--- src/rtl/dmem_arbiter.sv ---
// dmem_arbiter: two-port arbiter sharing the data-memory port; define DMARB_ROUND_ROBIN_EN for round-robin ties (fixed port-0 priority otherwise)
module dmem_arbiter #(
  parameter int Data_Width    = 32,
  parameter int Address_Width = 32
) (
  input  logic                     CLK,
  input  logic                     RST,
  input  logic                     Req_0,
  input  logic                     Req_1,
  input  logic                     Lock_0,
  input  logic                     Lock_1,
  input  logic                     Write_Enable_0,
  input  logic                     Write_Enable_1,
  input  logic [Address_Width-1:0] Address_0,
  input  logic [Address_Width-1:0] Address_1,
  input  logic [Data_Width-1:0]    Write_Data_0,
  input  logic [Data_Width-1:0]    Write_Data_1,
  output logic                     Gnt_0,
  output logic                     Gnt_1,
  output logic [Data_Width-1:0]    Read_Data_0,
  output logic [Data_Width-1:0]    Read_Data_1,
  output logic                     Rvalid_0,
  output logic                     Rvalid_1,
  output logic [Address_Width-1:0] Mem_Address,
  output logic [Data_Width-1:0]    Mem_Write_Data,
  output logic                     Mem_Write_Enable,
  input  logic [Data_Width-1:0]    Mem_Read_Data
);
  typedef enum logic [1:0] {IDLE, ACCESS, LOCKED_0, LOCKED_1} state_t;
  state_t                   state_q, state_d;
  logic                     en0, en1, pick0, pick1;
  logic [1:0]               gnt_q, pend_q, rvalid_q;
  logic                     mem_we_q;
  logic [Address_Width-1:0] mem_addr_q;
  logic [Data_Width-1:0]    mem_wdata_q, rdata0_q, rdata1_q;
`ifdef DMARB_ROUND_ROBIN_EN
  logic last_q;
  always_ff @(posedge CLK or negedge RST)
    if (!RST) last_q <= 1'b1;
    else if (pick0 | pick1) last_q <= pick1;
  always_comb pick1 = en1 & (~en0 | ~last_q);
`else
  always_comb pick1 = en1 & ~en0;
`endif
  always_comb begin
    en0     = Req_0 & (state_q != LOCKED_1);
    en1     = Req_1 & (state_q != LOCKED_0);
    pick0   = en0 & ~pick1;
    state_d = pick0 ? (Lock_0 ? LOCKED_0 : ACCESS) :
              pick1 ? (Lock_1 ? LOCKED_1 : ACCESS) :
              (state_q == LOCKED_0 || state_q == LOCKED_1) ? state_q : IDLE;
  end
  // pend_q marks a load whose memory cycle ends at the next edge
  always_ff @(posedge CLK or negedge RST)
    if (!RST) begin
      state_q     <= IDLE;
      gnt_q       <= '0;
      pend_q      <= '0;
      rvalid_q    <= '0;
      mem_we_q    <= 1'b0;
      mem_addr_q  <= '0;
      mem_wdata_q <= '0;
      rdata0_q    <= '0;
      rdata1_q    <= '0;
    end else begin
      state_q  <= state_d;
      gnt_q    <= {pick1, pick0};
      mem_we_q <= pick0 ? Write_Enable_0 : (pick1 & Write_Enable_1);
      if (pick0 | pick1) begin
        mem_addr_q  <= pick1 ? Address_1 : Address_0;
        mem_wdata_q <= pick1 ? Write_Data_1 : Write_Data_0;
      end
      pend_q   <= {pick1 & ~Write_Enable_1, pick0 & ~Write_Enable_0};
      rvalid_q <= pend_q;
      if (pend_q[0]) rdata0_q <= Mem_Read_Data;
      if (pend_q[1]) rdata1_q <= Mem_Read_Data;
    end
  assign Gnt_0            = gnt_q[0];
  assign Gnt_1            = gnt_q[1];
  assign Rvalid_0         = rvalid_q[0];
  assign Rvalid_1         = rvalid_q[1];
  assign Read_Data_0      = rdata0_q;
  assign Read_Data_1      = rdata1_q;
  assign Mem_Address      = mem_addr_q;
  assign Mem_Write_Data   = mem_wdata_q;
  assign Mem_Write_Enable = mem_we_q;
endmodule

--- config.mk ---
export PLATFORM = sky130hd
export DESIGN_NAME = dmem_arbiter
export DESIGN_NICKNAME = d
export VERILOG_FILES = /design/src/rtl/dmem_arbiter.sv
export SDC_FILE = /design/constraint.sdc
export NUM_CORES = 1
export LEC_CHECK = 0
export ABC_AREA = 0
export CAP_MARGIN = 20
export CORE_MARGIN = 2
export CORE_UTILIZATION = 39
export CTS_CLUSTER_SIZE = 30
export DETAILED_ROUTE_END_ITERATION = 10
export PLACE_DENSITY_LB_ADDON = 0.15
export SLEW_MARGIN = 20
export SYNTH_ARGS = -nofsm -noshare
export SYNTH_HDL_FRONTEND = slang
export SYNTH_SLANG_ARGS = --single-unit
--- constraint.sdc ---
create_clock -name CLK -period 2.1 [get_ports CLK]
set_input_delay 0.42 -clock CLK [delete_from_list [all_inputs] [get_ports CLK]]
set_output_delay 0.42 -clock CLK [all_outputs]
set_load 0.01 [all_outputs]
-- After elaboration in Yosys (flattened, before gate mapping)
Index checks and enable logic that the tools add are counted.
- shift-type cells: 0
- bitwise gates (word level): 12
- mux-type cells: 8
- $lt $le $gt $ge: 0
- add/subtract/negate cells: 0
- div/mod/pow operators: 0
- equality and inequality tests: 5
- $mul: 0
- reductions and logical operators: 1
- operators by type and width (kind ; number):
    $mux 32 ; 2
    $mux 2 ; 5
    $and 1x1->1 ; 7
    $eq 2x2->1 const B ; 2
    $ne 2x2->1 const B ; 2
    $not 1->1 ; 4
    $ne 3x3->1 const B ; 1
    $logic_or 1x1->1 ; 1
    $mux 1 ; 1
    $or 1x1->1 ; 1
- bits in registers: 137
- input port bits: 168
- ROM bits: 0
- RAM bits: 0
- memories kept: 0
- output and inout port bits: 133
- latch bits: 0
- word-level logic and storage cells: 35

-- Logic depth before layout (Yosys ltp)
- depth in word-level cells: 7
- mapped depth: 6
- gate-level depth less buffers: 4

-- Least setup slack after synthesis
OpenSTA, ideal clock, no wires.
- kind: register -> register
- start point: register state_q[0]
- end point: register mem_addr_q[1], in the netlist Mem_Address[1]
- setup slack: 0.626 ns
- buffers on the path: 2
- stages on the path, launching flop included: 6
- library setup time: 0.126 ns
- arrival: 1.348 ns
- clock period less this slack: 1.474 ns
- data required time: 1.974 ns
- path through: dfrtp_1 -> and2_4 -> o21a_1 -> buf_6 -> buf_6 -> a221o_1
- cells in the longest elaborated chain, start to end: 7
- elaborated cells between the ends (all ways): 10
- classes of those cells: eq/ne: 2; mux: 1; bitwise: 7
- RTL lines (item ; RTL line ; text):
    start: declaration ; 30 ; state_t state_q, state_d;
    start signal: assignment ; 66 ; state_q <= state_d;
    $ne 2x2->1 ; 46 ; en0 = Req_0 & (state_q != LOCKED_1);
    $and 1x1->1 ; 46 ;
    $not 1->1 ; 43 ; always_comb pick1 = en1 & ~en0;
    $and 1x1->1 ; 43 ;
    $not 1->1 ; 48 ; pick0 = en0 & ~pick1;
    $and 1x1->1 ; 48 ;
    $or 1x1->1 ; 69 ; if (pick0 | pick1) begin
    end signal: assignment ; 70 ; mem_addr_q <= pick1 ? Address_1 : Address_0;
    end: declaration ; 34 ; logic [Address_Width-1:0] mem_addr_q;
Several ways; a longest one is shown, not always the timed one.
A chain may end at the register's enable or synchronous reset.

-- Final worst setup path
- start point: register mem_wdata_q[30], in the netlist Mem_Write_Data[30]
- end point: output port Mem_Write_Data[30]
- RTL lines (item ; RTL line ; text):
    start: declaration ; 35 ; logic [Data_Width-1:0] mem_wdata_q, rdata0_q, rdata1_q;
    start signal: assignment ; 71 ; mem_wdata_q <= pick1 ? Write_Data_1 : Write_Data_0;
    end: declaration ; 25 ; output logic [Data_Width-1:0] Mem_Write_Data,
No word-level cell between the ends.

==> flow_metrics.tcl <==
set metrics [dict create \
    status "finished, final reports clean" \
    layout-drive-gt1-share_pct 17.8 \
    p_comb_share_pct 40.2 \
    crit_fanout 2 \
    hold_viol 0 \
    fin_ws_ns 0.323 \
    design.die.area_sq_um 15300 \
    avgSynthCellArea_sq_um 14.4 \
    power_density_nw_per_um2 1290 \
    start_kind "flop" \
    r2r-end "Mem_Write_Data[19]$_DFFE_PN0P_" \
    rows 43 \
    yosysSeqAreaShare_pct 61.3 \
    area.growth.synth_to_final_pct 69.2 \
    ys_async_sr_fraction_pct 100 \
    stdcell_area_sq_um 9460 \
    rr_startpoint "state_q[1]$_DFFE_PN0P_" \
    cts_max_level 4 \
    synth_cell_types 22 \
    grt_pass1_vias 4647 \
    slowest_stage "clkdlybuf4s50_1" \
    antenna_left 0 \
    rsz0062_at_grt "no" \
    slew_viol_final 0 \
    synth-seq-cells 137 \
    vias 4451 \
    cts_sinks 137 \
    cp.arrival_ns 1.36 \
    place_congestion 0.823 \
    netlist_area_sq_um 5590 \
    crit_chain "clkdlybuf4s50_1" \
    internal-power_mw 8.60 \
    max_slew_margin_pct 58.4 \
    crit_required_ns 1.68 \
    seq_power_share_pct 35.6 \
    initial_core_util_pct 40.1 \
    crit_start "Mem_Write_Data[30]$_DFFE_PN0P_" \
    clk_path_buf_depth 2 \
    r2r_setup_slack_ns 0.51 \
    path_class "flop to primary output" \
    synth_ff_type "dfrtp_1" \
    post_layout_nonfiller_instances 888 \
    cts_root_buffer "clkbuf_16" \
    grtUsageTotal_pct 21.2 \
    routedWlPerCell_um 18.6 \
    swShare_pct 29.7 \
    postPlaceCellArea_sq_um 8860 \
    first_iter_violations 185 \
    post_cts_buffers 0 \
    final-setup-viol-count 0 \
    r2r_cells 4 \
    die_h_um 124 \
    dr.pass1.iters 4 \
    holdBufCountCts 1 \
    grt_overflow 0 \
    slowest_delay_ns 0.55 \
    insertion_delay_ns 0.41 \
    clk_pin_slew_ns 0.06 \
    finalCriticalPeriod_ns 1.78 \
    fin_nets 862 \
    synth_edf_count 0 \
    fin_skew_ns 0.00900 \
    tightest_slew_ns 0.622 \
    placed_cells 854 \
    dp_slack_ns -0.0471 \
    p_leak_nw 3.89 \
    min_path_type "primary input to async pin" \
    die_w_um 124 \
    ios 301 \
    path_delay_family "buffers and inverters" \
    synthCells 389 \
    power_switching_mw 3.63 \
    critPathBufInv 1 \
    cts_tree "done" \
    vdd_ir_drop_max_mv 0.575 \
    grt_max_degree 53 \
    io_buffers 300 \
    wirelength_um 16500 \
    antenna_found_initial 1 \
    coreArea_sq_um 13900 \
    grt_pass1_wl_um 24200 \
    dp_hpwl_um 12300 \
    nFillCells 997 \
    cts-resized-gates 0 \
    cts_buffers 17 \
    cp-end-kind "primary output" \
    finalCritPeriodShare_pct 84.6 \
    drv_cap 0 \
    synth_nets 557 \
    remaining_drc_errors 0 \
    via_per_inst 5.01 \
    synth_warnings 0 \
    final_util_pct 67.9 \
    max_freq_mhz 563 \
    pwr-share-clk_pct 24.1 \
]
[stage by stage]
step | total power [mW] | hold WS [ns] | TNS (ns)
floorplan | 6.30 | 0.124 | 0
global placement | 9.23 | 0.357 | 0
detailed placement | 9.35 | 0.362 | -0.908
CTS | 12.4 | 0.492 | 0
global route | 12.9 | 0.511 | 0
finish | 12.2 | 0.482 | 0
[synthesized netlist by cell type, types with 2 or more instances]
cell | instances | area [sq um]
a21oi_1 | 2 | 10.0
buf_6 | 5 | 56.3
nand2_1 | 3 | 11.3
mux2_2 | 73 | 822
nor2b_1 | 3 | 18.8
clkbuf_1 | 7 | 26.3
buf_2 | 19 | 95.1
nor2_1 | 2 | 7.51
a221o_1 | 56 | 561
o32a_1 | 9 | 90.1
nand2b_1 | 9 | 56.3
dfrtp_1 | 137 | 3430
and2_1 | 55 | 344
[metal layers]
layer | track usage [%] | wire, um
met5 | 0 | 0
met2 | 36.5 | 8230
met4 | 8.03 | 381
met3 | 7.74 | 1540
met1 | 24.0 | 6330
[how the worst max path moves through the flow]
| stage | to | slack (ns) | cells after the start |
|---|---|---|---|
| 6_report | Mem_Write_Data[30] | 0.32 | 1 |
| 5_1_grt | Mem_Write_Data[2] | 0.28 | 1 |
| 4_1_cts | Mem_Write_Data[30] | 0.30 | 1 |
| 3_5_place_dp | Mem_Address[22]$_DFFE_PN0P_ | -0.05 | 5 |
| 3_3_place_gp | Mem_Address[14]$_DFFE_PN0P_ | 0.03 | 5 |
| 2_1_floorplan | Mem_Address[1]$_DFFE_PN0P_ | 0.63 | 5 |
[kinds of logic after synthesis]
family	Yosys count	synth area share [%]
DFF	137	61.3
muxes	74	14.9
and+or+nand+nor	74	8.12
AOI/OAI and AO/OA	71	12.4
buffers and inverters	33	3.31
[state kept, by name, summed over array words and instances, names as in the netlist]
name / cells
Read_Data_0: 32
Read_Data_1: 32
Mem_Write_Enable: 1
Mem_Write_Data: 32
state_q: 2
rvalid_q: 2
pend_q: 2
Mem_Address: 32
gnt_q: 2
[layout by cell type (no fill, tap or decap), drive strengths merged]
master | Yosys | final
dfrtp | 137 | 137
nand2 | 3 | 3
a221o | 56 | 56
nor2 | 2 | 2
mux2i | 1 | 1
dlygate4sd3 | 0 | 1
inv | 2 | 9
a21bo | 1 | 1
nand2b | 9 | 9
buf | 24 | 17
clkinvlp | 0 | 3
clkdlybuf4s50 | 0 | 299
clkbuf | 7 | 18
mux2 | 73 | 73
o21a | 1 | 1
and2 | 56 | 56
a21o | 1 | 1
nor2b | 3 | 3
o32a | 9 | 9
diode | 0 | 1
a21oi | 2 | 2
nor3b | 1 | 1
o2bb2ai | 1 | 1
clkinv | 0 | 2
bufinv | 0 | 2
[cell type report]
class                           count  area, sq um  area share, %
Inverter                            2         7.51         0.0793
Clock buffer                       18          429           4.54
Antenna cell                        1         2.50         0.0264
Multi-Input combinational cell    219         2000           21.1
Timing Repair Buffer              317         3210           33.9
Tap cell                          180          225           2.38
Clock inverter                     14          160           1.69
Sequential cell                   137         3430           36.2
[power groups by stage]
| stage | Sequential [mW] | Combinational [mW] | Clock (mW) |
|---|---|---|---|
| 2_1_floorplan | 4.80 | 1.50 | 0 |
| 3_3_place_gp | 4.34 | 4.89 | 0 |
| 3_5_place_dp | 4.36 | 4.99 | 0 |
| 4_1_cts | 4.37 | 4.99 | 3.01 |
| 5_1_grt | 4.49 | 5.26 | 3.16 |
| 6_report | 4.36 | 4.92 | 2.95 |
(Power assumes the default switching activity.)
